### config.mk
export PLATFORM = sky130hd
export DESIGN_NAME = tlu_clk_en_gen_flat
export DESIGN_NICKNAME = d
export VERILOG_FILES = /design/src/rtl/tlu_clk_en_pkg.sv /design/src/rtl/tlu_clk_en_gen_if.sv /design/src/rtl/tlu_clk_en_chan.sv /design/src/rtl/tlu_clk_en_gen.sv /design/src/flat_wrapper.sv
export SDC_FILE = /design/constraint.sdc
export NUM_CORES = 1
export LEC_CHECK = 0
export ABC_AREA = 1
export CAP_MARGIN = 20
export CORE_MARGIN = 5
export CORE_UTILIZATION = 55
export DETAILED_ROUTE_END_ITERATION = 8
export GPL_ROUTABILITY_DRIVEN = 0
export GPL_TIMING_DRIVEN = 0
export PLACE_DENSITY = 0.87
export SLEW_MARGIN = 20
export SYNTH_ARGS = -nofsm -noshare
export SYNTH_HDL_FRONTEND = slang
export SYNTH_SLANG_ARGS = --single-unit
### constraint.sdc
create_clock -name BUS_CLK -period 4.9 [get_ports BUS_CLK]
set_input_delay 0.98 -clock BUS_CLK [delete_from_list [all_inputs] [get_ports BUS_CLK]]
set_output_delay 0.98 -clock BUS_CLK [all_outputs]
set_load 0.02 [all_outputs]
### src/rtl/tlu_clk_en_pkg.sv
// tlu_clk_en_pkg: shared FSM encoding, relock saturation limit and divider helper
// for the lock-supervised clock-enable generator.
package tlu_clk_en_pkg;
    typedef enum logic [1:0] {
        S_LOCK_WAIT = 2'd0,
        S_ALIGN     = 2'd1,
        S_RUN       = 2'd2
    } state_t;
    localparam logic [7:0] RELOCK_CNT_MAX = 8'd255;
    function automatic logic [31:0] half_ceil(input logic [31:0] n);
        return (n + 32'd1) >> 1;
    endfunction
endpackage

### src/rtl/tlu_clk_en_gen_if.sv
// tlu_clk_en_gen_if: BUS_CLK-domain control and divided outputs of the
// clock-enable generator.
interface tlu_clk_en_gen_if #(
    parameter int CHANNELS  = 4,
    parameter int DIV_WIDTH = 8
);
    logic [CHANNELS*DIV_WIDTH-1:0] DIV;
    logic [CHANNELS*DIV_WIDTH-1:0] PHASE;
    logic [CHANNELS-1:0]           CH_EN;
    logic                          SYNC;
    logic [CHANNELS-1:0]           CE_OUT;
    logic [CHANNELS-1:0]           CLK_OUT;
    logic                          READY;
    logic [7:0]                    RELOCK_CNT;
    modport master (
        output DIV, PHASE, CH_EN, SYNC,
        input  CE_OUT, CLK_OUT, READY, RELOCK_CNT
    );
    modport slave (
        input  DIV, PHASE, CH_EN, SYNC,
        output CE_OUT, CLK_OUT, READY, RELOCK_CNT
    );
endinterface

### src/rtl/tlu_clk_en_chan.sv
// tlu_clk_en_chan: one divider channel; shadows ratio/enable at ALIGN and decodes
// the enable strobe and divided level from its wrap counter.
module tlu_clk_en_chan
    import tlu_clk_en_pkg::*;
#(
    parameter int DIV_WIDTH = 8
) (
    input  logic                 clk,
    input  logic                 rst_n,
    input  logic                 i_align,
    input  logic                 i_run,
    input  logic                 i_en,
    input  logic [DIV_WIDTH-1:0] i_div,
    input  logic [DIV_WIDTH-1:0] i_phase,
    output logic                 o_ce,
    output logic                 o_clk
);
    logic [DIV_WIDTH-1:0] r_div;
    logic [DIV_WIDTH-1:0] r_cnt;
    logic                 r_en;
    logic                 w_act;
    logic                 w_last;
    logic [DIV_WIDTH:0]   w_half;
    assign w_act  = i_run & r_en & (r_div != '0);
    assign w_last = (r_cnt == r_div - DIV_WIDTH'(1));
    assign w_half = (DIV_WIDTH+1)'(half_ceil(32'(r_div)));
    assign o_ce   = w_act & w_last;
    assign o_clk  = w_act & ({1'b0, r_cnt} < w_half);
    // An out-of-range phase restarts the channel at count 0.
    always_ff @(posedge clk or negedge rst_n) begin
        if (!rst_n) begin
            r_div <= '0;
            r_en  <= 1'b0;
            r_cnt <= '0;
        end else if (i_align) begin
            r_div <= i_div;
            r_en  <= i_en;
            r_cnt <= (i_phase < i_div) ? i_phase : '0;
        end else if (w_act) begin
            r_cnt <= w_last ? '0 : r_cnt + DIV_WIDTH'(1);
        end
    end
endmodule

### src/rtl/tlu_clk_en_gen.sv
// tlu_clk_en_gen: lock-supervised clock-enable generator; waits for a stable DCM
// lock, aligns all divider channels, and re-sequences after every lock loss.
module tlu_clk_en_gen
    import tlu_clk_en_pkg::*;
#(
    parameter int CHANNELS       = 4,
    parameter int DIV_WIDTH      = 8,
    parameter int LOCK_WAIT      = 1024,
    parameter int LOCK_CNT_WIDTH = 11
) (
    input  logic              BUS_CLK,
    input  logic              RST_N,
    input  logic              LOCKED_IN,
    tlu_clk_en_gen_if.slave   bus
);
    localparam logic [LOCK_CNT_WIDTH-1:0] LOCK_LAST = LOCK_CNT_WIDTH'(LOCK_WAIT - 1);
    logic                      r_sync1;
    logic                      r_lock_s;
    logic [LOCK_CNT_WIDTH-1:0] r_lock_cnt;
    logic [LOCK_CNT_WIDTH-1:0] w_lock_cnt_nxt;
    logic [7:0]                r_relock;
    logic [7:0]                w_relock_nxt;
    state_t                    r_state;
    state_t                    w_state_nxt;
    logic                      w_align;
    logic                      w_run;
    logic [CHANNELS-1:0]       w_ce;
    logic [CHANNELS-1:0]       w_clk;
    always_ff @(posedge BUS_CLK or negedge RST_N) begin
        if (!RST_N) begin
            r_sync1    <= 1'b0;
            r_lock_s   <= 1'b0;
            r_lock_cnt <= '0;
            r_relock   <= '0;
            r_state    <= S_LOCK_WAIT;
        end else begin
            r_sync1    <= LOCKED_IN;
            r_lock_s   <= r_sync1;
            r_lock_cnt <= w_lock_cnt_nxt;
            r_relock   <= w_relock_nxt;
            r_state    <= w_state_nxt;
        end
    end
    // Lock loss outranks SYNC and applies equally in ALIGN and RUN.
    always_comb begin
        w_state_nxt    = r_state;
        w_lock_cnt_nxt = r_lock_cnt;
        w_relock_nxt   = r_relock;
        if (r_state == S_LOCK_WAIT) begin
            if (!r_lock_s) w_lock_cnt_nxt = '0;
            else if (r_lock_cnt == LOCK_LAST) w_state_nxt = S_ALIGN;
            else w_lock_cnt_nxt = r_lock_cnt + LOCK_CNT_WIDTH'(1);
        end else if (!r_lock_s) begin
            w_state_nxt    = S_LOCK_WAIT;
            w_lock_cnt_nxt = '0;
            w_relock_nxt   = (r_relock == RELOCK_CNT_MAX) ? r_relock : r_relock + 8'd1;
        end else if (r_state == S_ALIGN) begin
            w_state_nxt = S_RUN;
        end else if (bus.SYNC) begin
            w_state_nxt = S_ALIGN;
        end
    end
    assign w_align        = (r_state == S_ALIGN);
    assign w_run          = (r_state == S_RUN);
    assign bus.READY      = w_run;
    assign bus.RELOCK_CNT = r_relock;
    assign bus.CE_OUT     = w_ce;
    assign bus.CLK_OUT    = w_clk;
    for (genvar i = 0; i < CHANNELS; i++) begin : g_chan
        tlu_clk_en_chan #(.DIV_WIDTH(DIV_WIDTH)) u_chan (
            .clk     (BUS_CLK),
            .rst_n   (RST_N),
            .i_align (w_align),
            .i_run   (w_run),
            .i_en    (bus.CH_EN[i]),
            .i_div   (bus.DIV[i*DIV_WIDTH +: DIV_WIDTH]),
            .i_phase (bus.PHASE[i*DIV_WIDTH +: DIV_WIDTH]),
            .o_ce    (w_ce[i]),
            .o_clk   (w_clk[i])
        );
    end
endmodule
### src/flat_wrapper.sv
// flat-port wrapper written by rule: the top's interface ports become plain ports
module tlu_clk_en_gen_flat import tlu_clk_en_pkg::*;
#(
    parameter int CHANNELS       = 4,
    parameter int DIV_WIDTH      = 8,
    parameter int LOCK_WAIT      = 1024,
    parameter int LOCK_CNT_WIDTH = 11
)
  (BUS_CLK, RST_N, LOCKED_IN, bus_DIV, bus_PHASE, bus_CH_EN, bus_SYNC, bus_CE_OUT, bus_CLK_OUT, bus_READY, bus_RELOCK_CNT);
  tlu_clk_en_gen_if #(.CHANNELS(CHANNELS), .DIV_WIDTH(DIV_WIDTH)) bus_i ();
  input  logic BUS_CLK;
  input  logic RST_N;
  input  logic LOCKED_IN;
  input wire logic [$bits(bus_i.DIV)-1:0] bus_DIV;
  input wire logic [$bits(bus_i.PHASE)-1:0] bus_PHASE;
  input wire logic [$bits(bus_i.CH_EN)-1:0] bus_CH_EN;
  input wire logic [$bits(bus_i.SYNC)-1:0] bus_SYNC;
  output wire logic [$bits(bus_i.CE_OUT)-1:0] bus_CE_OUT;
  output wire logic [$bits(bus_i.CLK_OUT)-1:0] bus_CLK_OUT;
  output wire logic [$bits(bus_i.READY)-1:0] bus_READY;
  output wire logic [$bits(bus_i.RELOCK_CNT)-1:0] bus_RELOCK_CNT;
  assign bus_i.DIV = bus_DIV;
  assign bus_i.PHASE = bus_PHASE;
  assign bus_i.CH_EN = bus_CH_EN;
  assign bus_i.SYNC = bus_SYNC;
  assign bus_CE_OUT = bus_i.CE_OUT;
  assign bus_CLK_OUT = bus_i.CLK_OUT;
  assign bus_READY = bus_i.READY;
  assign bus_RELOCK_CNT = bus_i.RELOCK_CNT;
  tlu_clk_en_gen #(.CHANNELS(CHANNELS), .DIV_WIDTH(DIV_WIDTH), .LOCK_WAIT(LOCK_WAIT), .LOCK_CNT_WIDTH(LOCK_CNT_WIDTH)) u_core (.BUS_CLK(BUS_CLK), .RST_N(RST_N), .LOCKED_IN(LOCKED_IN), .bus(bus_i));
endmodule
After elaboration in Yosys (flattened, before gate mapping)
Index checks and enable logic that the tools add are counted.

Flip-flop bits (word level): 91. Output and inout bits: 17. Input bits: 72.

$lt $le $gt $ge: 8. Bitwise logic cells: 19. Equality and inequality tests: 13. Muxes and demuxes: 26. Reductions and logical operators: 12. $add $sub $neg: 14.

Operator list (number): 2-to-1 mux 8 bit (16); < comparator 8 bit (8); 2-to-1 mux 11 bit (4); adder 8 x 1 -> 8 bit, second input constant (5); adder 8 x 1 -> 9 bit, second input constant (4); equality test 8 bit (4); nonzero test 8 bit (4); subtractor 8 x 1 -> 8 bit, second input constant (4); AND 1 bit (16); 2-to-1 mux 2 bit (6); adder 11 x 1 -> 11 bit, second input constant (1); equality test 11 x 10 -> 1 bit, second input constant (1); equality test 8 bit, second input constant (1); nonzero test 2 bit (4); inequality test 2 bit, second input constant (3); AND reduction 3 bit (2); inequality test 4 bit, second input constant (1); NOT 1 bit (3); equality test 2 x 1 -> 1 bit, second input constant (1); equality test 2 bit, second input constant (1); logical NOT 2 bit (1); inequality test 2 x 1 -> 1 bit, second input constant (1); AND reduction 2 bit (1).

Depth between registers and ports, before layout
Gate-level depths: netlist (run 1).

Depth in word-level cells: 5. Mapped depth: 15. Depth with buffers taken out: 15.

Cells and area by module
A second synthesis (run 1) with hierarchy kept.

Cell total of the unflattened synthesis: 1191. Area total of the unflattened synthesis: 8159.1 sq um.

Modules (own cells, without submodules): tlu_clk_en_chan at u_core.g_chan[0].u_chan ... (sequential area each 425.4 sq um, area each 1729.2 sq um, times used 3, cells each 258); tlu_clk_en_chan at u_core.g_chan[2].u_chan (sequential area each 425.4 sq um, area each 1724.2 sq um, times used 1, cells each 258); tlu_clk_en_gen (sequential area each 575.6 sq um, area each 1247.4 sq um, times used 1, cells each 159).

Worst setup path before layout (run 1)
No wires, ideal clock.

Path type: register to output. Start: register u_core.g_chan[0].u_chan.r_div[2]. End: output bus_CLK_OUT[0]. Stages on the path, launching flop included: 13. Slack: 1.979 ns. Data arrival time: 1.941 ns. Data required time: 3.920 ns. Buffers on the path: 1. Cell sequence: dfrtp_1 inv_2 nor3_1 nand3_1 nor3_2 xor2_1 ha_1 nand2_1 inv_1 nand3_1 a21oi_1 nor3_1 buf_4.

Word-level cells in the longest chain between the ends: 3. Elaborated cells between the ends (all ways): 5. Those cells by class: add/sub (1); order compare (1); bitwise (2); reduce/logical (1).

Ends and longest elaborated chain: start, declared (RTL line tlu_clk_en_chan.sv:18) `logic [DIV_WIDTH-1:0] r_div;`; start signal, assigned (RTL line tlu_clk_en_chan.sv:36) `r_div <= i_div;`; adder 8 x 1 -> 9 bit / nonzero test 8 bit (equally long branches) (RTL line tlu_clk_en_pkg.sv:11, tlu_clk_en_chan.sv:24); < comparator 8 bit / AND 1 bit (equally long branches) (RTL line tlu_clk_en_chan.sv:28, tlu_clk_en_chan.sv:24); AND 1 bit * (RTL line tlu_clk_en_chan.sv:28) `assign o_clk = w_act & ({1'b0, r_cnt} < w_half);`; end, declared (RTL line flat_wrapper.sv:19) `output wire logic [$bits(bus_i.CLK_OUT)-1:0] bus_CLK_OUT;`.

Mark *: on every way between the ends. The rest lies on a longest branch, timed or not.

Worst setup path in the final report (run 1)
Start: register u_core.g_chan[3].u_chan.r_div[0]. End: output bus_CLK_OUT[3].

Word-level cells in the longest chain between the ends: 3. Elaborated cells between the ends (all ways): 5. Those cells by class: add/sub (1); order compare (1); bitwise (2); reduce/logical (1).

Ends and longest elaborated chain (RTL line): start, declared (tlu_clk_en_chan.sv:18); start signal, assigned (tlu_clk_en_chan.sv:36); adder 8 x 1 -> 9 bit / nonzero test 8 bit (equally long branches) (tlu_clk_en_pkg.sv:11, tlu_clk_en_chan.sv:24); < comparator 8 bit / AND 1 bit (equally long branches) (tlu_clk_en_chan.sv:28, tlu_clk_en_chan.sv:24); AND 1 bit * (tlu_clk_en_chan.sv:28).

Marked as above.

==> results of run 1 <==
[power groups by stage]
stage	Clock [µW]	Combinational, µW	Sequential (µW)
finish	703	164	756
global route	744	183	756
CTS	717	165	756
detailed placement	0	165	770
global placement	0	157	770
floorplan	0	58.4	770
[kinds of logic after synthesis]
kind of cell / synth area share
DFF: 0.287
adders and majority gates: 0.117
muxes: 0.00142
buffers and inverters: 0.0988
and+or+nand+nor: 0.323
AOI/OAI and AO/OA: 0.0757
xor gates and xnor gates: 0.0970
[synthesized netlist by cell type (16+ instances only)]
cell type	number	area (µm²)
sky130_fd_sc_hd__a21oi_1	36	180
sky130_fd_sc_hd__dfrtp_1	91	2280
sky130_fd_sc_hd__ha_1	74	926
sky130_fd_sc_hd__inv_1	144	541
sky130_fd_sc_hd__nand2_1	309	1160
sky130_fd_sc_hd__nand3_1	109	546
sky130_fd_sc_hd__nand3b_1	17	128
sky130_fd_sc_hd__nand4_1	20	125
sky130_fd_sc_hd__nor2_1	70	263
sky130_fd_sc_hd__nor3_1	16	80.1
sky130_fd_sc_hd__o21ai_0	45	225
sky130_fd_sc_hd__xnor2_1	26	228
sky130_fd_sc_hd__xor2_1	60	526
[per-layer routing]
metal | share of wire | wire length [µm] | vias to the layer above | GRT usage
met1 | 0.42 | 8720 | 3587 | 0.325
met4 | 0.032 | 656 | 0 | 0.0978
met3 | 0.071 | 1470 | 58 | 0.0471
met2 | 0.47 | 9750 | 292 | 0.415
met5 | 0 | 0 | - | 0
li1 | - | - | 3793 | -
[critical path, delay by kind of cell, from the launching register on]
| kind | cells | cell delay (ns) |
|---|---|---|
| simple gates | 6 | 1.12 |
| buf+inv | 4 | 0.93 |
| flops | 1 | 0.37 |
| fa+ha+maj | 1 | 0.25 |
| xor+xnor | 1 | 0.19 |
| compound gates | 1 | 0.05 |
[registers in the layout, summed over array words and instances, names as in the netlist]
name and flops:
u_core.bus.RELOCK_CNT 8, u_core.g_chan.u_chan.r_cnt 32, u_core.g_chan.u_chan.r_div 32, u_core.g_chan.u_chan.r_en 4
u_core.r_lock_cnt 11, u_core.r_lock_s 1, u_core.r_state 2, u_core.r_sync1 1
[area by class of cell]
class	count	share of cell area
Clock inverter	2	0.00374
Multi-Input combinational cell	842	0.520
Tap cell	180	0.0241
Buffer	39	0.0235
Inverter	150	0.0601
Clock buffer	13	0.0278
Sequential cell	91	0.243
Timing Repair Buffer	89	0.0972
[worst max-delay path by stage]
| stage | from | end | slack, ns | cells past startpoint |
|---|---|---|---|---|
| floorplan | u_core.g_chan[0].u_chan.r_div[2] | bus_CLK_OUT[0] | 1.98 | 12 |
| global placement | RST_N | u_core.g_chan[1].u_chan.r_div[5] | -0.54 | 1 |
| detailed placement | u_core.g_chan[3].u_chan.r_div[0] | bus_CLK_OUT[3] | 1.04 | 13 |
| CTS | u_core.g_chan[3].u_chan.r_div[0] | bus_CLK_OUT[3] | 0.65 | 13 |
| global route | u_core.g_chan[3].u_chan.r_div[0] | bus_CLK_OUT[3] | 0.48 | 13 |
| finish | u_core.g_chan[3].u_chan.r_div[0] | bus_CLK_OUT[3] | 0.65 | 13 |
[through the flow]
step                      utilization  total power [µW]  hold WS, ns  setup WS [ns]  cells
after floorplan                     -               828        0.331           1.98   1122
after global placement          0.646               927        0.332         -0.538   1390
after detailed placement        0.648               934        0.341           1.04   1391
after CTS                       0.669              1640        0.352          0.655   1406
after global routing            0.669              1680        0.367          0.485   1406
final                           0.669              1620        0.356          0.650   1406
==> results, run 1 <==
- For this run the aggregate overflow at the end of global routing stands at 0.
- The source of the worst register-to-register timing path is u_core.r_state[1].
- The sequential share of power is 0.466.
- The total of endpoints with negative setup slack in the final report is 0.
- The signal on the critical path passes through inv_1, nor3_1, nand3_1, nor3_1, xor2_1, ha_1, nand2_1, inv_1, nand3_1, a21oi_1, nor3_1, buf_4, clkdlybuf4s50_1.
- At the worst endpoint, the arrival time is 3.27 ns.
- The number of optimization iterations in the first detailed-route pass is 5.
- The data required time at the worst endpoint is 3.92 ns.
- 0 antenna diodes ended up in the layout.
- The worst-path cell with the longest stage delay is sky130_fd_sc_hd__clkdlybuf4s50_1.
- The number of resized instances in the post-cts repair step is 0.
- The number of top-level pins is 89.
- Measured against its own limit, the worst slew margin works out to 0.488.
- After the last flow step, the layout net total stands at 1,368.
- The starting DRC count in detailed routing is 629.
- The library cell appearing most often on the critical path is sky130_fd_sc_hd__nor3_1.
- After clock tree synthesis, the clock-pin slew on the worst setup and hold paths is 0.06 ns.
- The number of enable flip-flop cells after synthesis is 0.
- The number of max-slew violations in the final report came to 0.
- The total power divided by cell area is 173 nW/µm².
- Detailed placement ended at an HPWL of 15,900 µm.
- The mean area per synthesized cell is 7.07 µm².
- The total core area is 14,000 µm².
- The floorplan step set the die height to 130 µm.
- In the final timing run, aggregate negative setup slack is 0 ns.
- The library cells used most frequently in the layout, excluding fill and tap cells, are 309 x sky130_fd_sc_hd__nand2_1, 144 x sky130_fd_sc_hd__inv_1, 109 x sky130_fd_sc_hd__nand3_1.
- The final critical-path required period is 4.25 ns.
- The internal power of the cells totals 1260 µW.
- The endpoint identified for the worst register-to-register timing path is u_core.g_chan[0].u_chan.r_cnt[6].
- Of all nets on the critical path, the largest fanout is 8.
- The final instance area is 9360 µm².
- The starting utilization of the core area is 0.567.
- The flow ran to the end, and the final reports show no timing, DRC or antenna violations.
- The worst setup path is launched from a flop.
- The number of buffers created by CTS is 9.
- The startpoint identified for the worst hold timing path is u_core.r_sync1.
- The number of nets still failing antenna checks after routing is 0.
- The number of buffers inserted by hold repair at cts is 0.
- Setup slack on the worst reg-to-reg path comes out at 2.73 ns.
- The via count of the first global-routing pass is 7,346.
- The switching power summed over all nets is 368 µW.
- The worst setup path is captured at an output port.
- After floorplanning, the core was divided into 43 placement rows.
- The CTS tree is done.
- In this run the worst hold path is classified as flop to flop.
- The number of nets handed over by synthesis was 1,268.
- The total clock sinks is 91.
- Counting flops and latches in the post-synthesis netlist gives 91.
- Summed over all layers, the routed wires come to 20,600 µm.
- Setup repair after global routing left no endpoint under its margin.
- The critical setup path kind is flop to output port.
- The buffer count from post-CTS setup fixing is 0.
- The CTS root buffer is sky130_fd_sc_hd__clkbuf_16.
- The number of buffers between clock root and the deepest sink is 2.
- In the routed design, unresolved DRC markers number 0.
- The area taken by flip-flops and latches is 2280 µm².
- The cell depth of the worst hold path is 0.
- The layout overhead on the synthesized area is 18.0%.
- The share of total power dissipated in the clock network is 0.433.
- The area of the die is 16,900 µm².
- The static leakage power is 0.00482 µW.
- The fraction of power spent switching nets is 0.227.
- Derived from the worst setup path, the maximum achievable clock frequency is 235 MHz.
- CTS built an H-tree with a depth of 3.
- The combinational power share is 0.101.
- The maximum number of pins on one net before global-route repair is 63.
- The quantity of I/O buffers inserted on ports is 88.
- In this run the cell area of the synthesized design comes to 7930 µm².
- The post-detailed-placement cell area is 9070 µm².
- For this run, the number of Yosys warnings is 0.
- In the final layout, the multi-input gates occupy 4870 µm².
- The final hold violation count is 0.
- The max-capacitance violation count is 0.
- From left edge to right edge, the die measures 130 µm.
- The final worst clock skew is 0.00648 ns.
- The path with the worst hold slack has its endpoint at u_core.r_lock_s.
- The cell count of the worst reg-to-reg path is 8.
- The netlist uses 39 different library cells.
- For the worst-skew pair, the clock arrives at the later sink with an insertion delay of 0.35 ns.
- For this run, the slowest stage of the critical path takes 0.59 ns.
- The initial antenna violation count came to 0.
- The share of layout cells above drive strength 1 is 0.0669.
- The filler cells instantiated in the layout total 1,180.
- Across the VDD grid, the largest voltage drop is 0.000241 V.
- Using the TritonRoute via totals, the vias-per-cell ratio works out to 5.50.
- The number of instances in the synthesized netlist is 1,122.
- The most instantiated flip-flop cell in the synthesis netlist is sky130_fd_sc_hd__dfrtp_1.
- The detailed-route wire length per cell is 14.6 µm.
- In the global route stage, overall resource usage came out at 0.250.
- The final route contains 7,730 vias.
- The post-synthesis sequential area ratio is 0.287.
- The fraction of synthesis flops using an asynchronous set or reset pin is 1.00.
- At the pin with the least slew margin, the transition time is 0.765 ns.
- The library cell used most frequently in the layout, excluding fill and tap cells, is sky130_fd_sc_hd__nand2_1.
- The first-pass GRT wire length is 34,200 µm.
- The post-route clock period utilization is 0.867.
(Power assumes the default switching activity.)
==> run 2: changes to the inputs <==
--- a/config.mk
+++ b/config.mk
@@ -8,11 +8,11 @@
 export ABC_AREA = 1
 export CAP_MARGIN = 20
 export CORE_MARGIN = 5
-export CORE_UTILIZATION = 55
+export CORE_UTILIZATION = 50
 export DETAILED_ROUTE_END_ITERATION = 8
 export GPL_ROUTABILITY_DRIVEN = 0
 export GPL_TIMING_DRIVEN = 0
-export PLACE_DENSITY = 0.87
+export PLACE_DENSITY = 0.81
 export SLEW_MARGIN = 20
 export SYNTH_ARGS = -nofsm -noshare
 export SYNTH_HDL_FRONTEND = slang
==> results, run 2 (same netlist as run 1, synthesis figures left out) <==
- The final layout contains 1,368 nets.
- The via count of the first global-routing pass is 7,296.
- In the final routed layout, each cell accounts on average for 14.3 µm.
- The final worst clock skew is 0.00706 ns.
- The final hold violation count came to 0.
- The number of buffers inserted by hold repair at cts is 0.
- In the layout the commonest cells are 309 x sky130_fd_sc_hd__nand2_1, 144 x sky130_fd_sc_hd__inv_1, 109 x sky130_fd_sc_hd__nand3_1.
- The clock latency of the later-clocked register in the worst-skew pair is 0.35 ns.
- Setup repair after global routing left no endpoint under its margin.
- For this run, the top clock speed supported by timing is 234 MHz.
- The all-layer global routing usage is 0.229.
- The worst-case IR drop observed on VDD is 0.000144 V.
- After clock tree synthesis, the clock-pin slew on the worst setup and hold paths is 0.07 ns.
- The final-layout setup total negative slack is 0 ns.
- The number of max-slew violations in the final report is 0.
- The sum of overflow across all layers after global routing is 0.
- The total of endpoints with negative setup slack in the final report is 0.
- The worst setup path is launched from a flop.
- The quantity of I/O buffers inserted on ports is 88.
- Dividing the detail-routed via count by the number of cells gives 5.27.
- The clock passes through at most 2 buffers.
- The total wire length is 20,700 µm.
- The leading cell type in the layout, fill and taps excluded is sky130_fd_sc_hd__nand2_1.
- The path class of the lowest-slack min-delay path is flop to flop.
- The number of top-level pins is 89.
- The die is 136 µm wide.
- In the finished design, the share of the clock period the worst path needs comes to 0.873.
- The die is 136 µm tall.
- The critical path goes through inv_2, nor3_1, nand3_1, nor3_2, xor2_1, ha_1, nand2_1, inv_1, nand3_1, a21oi_1, nor3_1, buf_4, clkdlybuf4s50_1.
- The initial antenna violation count is 0.
- The detailed-route DRC error count is 0.
- The pin slew with the least headroom to its limit is 0.815 ns.
- The largest stage delay on the critical path is 0.59 ns.
- TritonCTS built the clock tree.
- The flow ran to the end, and the final reports show no timing, DRC or antenna violations.
- The critical setup path kind is flop to output port.
- The number of setup buffers added after CTS is 0.
- For the worst setup path, the data arrival time is 3.30 ns.
- The count of filler cells inserted in the layout is 1,420.
- The number of clock buffers added by TritonCTS is 9.
- The worst-path cell with the longest stage delay is sky130_fd_sc_hd__clkdlybuf4s50_1.
- The number of antenna diodes in the final layout is 0.
- Entering global routing, the biggest net connects 50 pins.
- The layout overhead on the synthesized area is 18.5%.
- For this block, the initial DRC count from the detailed router was 598.
- The share of layout cells above drive strength 1 is 0.0685.
- The total power divided by cell area is 173 nW/µm².
- In this run the static leakage power is 0.00482 µW.
- Once detail routing completed, the nets flagged for antenna violations numbered 0.
- The initial utilization of the core area, before any placement, comes to 0.505.
- The cell sitting at the root of the clock tree is a sky130_fd_sc_hd__clkbuf_16.
- The data required time at the worst endpoint is 3.92 ns.
- CTS built an H-tree with a depth of 3.
- The total core area is 15,700 µm².
- The maximum fanout along the worst path is 6.
- The final critical-path required period is 4.28 ns.
- The setup slack on the worst flop-to-flop path is 2.76 ns.
- The largest registers in the layout are u_core.g_chan.u_chan.r_cnt (32), u_core.g_chan.u_chan.r_div (32), u_core.r_lock_cnt (11).
- The site row count is 46.
- Once the clock tree was built, the resizer swapped 0 gates to a different size.
- The number of optimization iterations in the first detailed-route pass is 5.
- For this run, the share of the core covered by cells in the final layout is 0.598.
- The max-capacitance violation count is 0.
- The area of the die is 18,500 µm².
- The relative slew slack is 0.455.
- The first global-routing pass estimated 34,300 µm of wire.
- The clock net in this run drives a total of 91 sinks.
- The HPWL after detailed placement is 16,000 µm.
- The endpoint kind of the worst setup timing path is an output port.
- For this block, the via count after detailed routing is 7,597.
[run 2: changes by cell type in the layout (fill, tap and decap cells not counted)]
cell                         change
sky130_fd_sc_hd__clkinv_2        +1
sky130_fd_sc_hd__clkbuf_8        -2
sky130_fd_sc_hd__clkinvlp_4      +1
sky130_fd_sc_hd__inv_6           +1
sky130_fd_sc_hd__clkinv_4        +1
sky130_fd_sc_hd__clkbuf_1        -2
[run 2: worst paths after layout]
check,cells past startpoint,end,start
worst max-delay path,13,bus_CLK_OUT[0],u_core.g_chan[0].u_chan.r_div[2]
worst min-delay path,0,u_core.r_lock_s,u_core.r_sync1
worst max register to register,8,u_core.g_chan[0].u_chan.r_cnt[6],u_core.r_state[1]
worst min register to register,0,u_core.r_lock_s,u_core.r_sync1
max in group asynchronous,2,u_core.g_chan[1].u_chan.r_cnt[4],RST_N
min in group asynchronous,1,u_core.bus.RELOCK_CNT[1],RST_N
[run 2: routing by layer]
metal | global-route usage | wire, µm | vias to the layer above | share of wire
met5 | 0 | 0 | - | 0
met4 | 0.0722 | 448 | 0 | 0.022
met3 | 0.0533 | 1370 | 34 | 0.066
met2 | 0.383 | 9700 | 222 | 0.47
met1 | 0.294 | 9140 | 3541 | 0.44
li1 | - | - | 3800 | -
[run 2: area by class of cell]
class | count | area, µm² | share of cell area
plain buffers | 39 | 220 | 0.0234
clock buffers | 9 | 225 | 0.0240
clock inverters | 6 | 65.1 | 0.00692
inverters | 150 | 563 | 0.0599
multi-input cells | 842 | 4870 | 0.518
flip-flops and latches | 91 | 2280 | 0.242
well taps | 216 | 270 | 0.0287
repair buffers | 89 | 910 | 0.0968
[run 2: where the power goes]
| part | total (µW) | switching [µW] | internal (µW) |
|---|---|---|---|
| combinational | 165 | 83.9 | 81.3 |
| sequential | 756 | 1.95 | 754 |
| clock | 706 | 312 | 394 |
[run 2: per-stage QoR]
step	area, µm²	power (µW)	setup slack, ns	std cells	hold slack, ns
2_1_floorplan	7930	828	1.98	1122	0.331
3_3_place_gp	9080	928	-0.586	1426	0.334
3_5_place_dp	9110	935	1.04	1427	0.340
4_1_cts	9400	1640	0.636	1442	0.356
5_1_grt	9400	1690	0.356	1442	0.357
6_report	9400	1630	0.623	1442	0.354
[run 2: worst max-delay path, delay by kind of cell (launching register included)]
kind / cells / cell delay, ns
XOR/XNOR: 1 / 0.18
AND/OR/NAND/NOR: 6 / 1.06
adder cells (fa/ha/maj): 1 / 0.25
buffers and inverters: 4 / 0.86
flip-flops: 1 / 0.55
AO/OA/AOI/OAI: 1 / 0.04
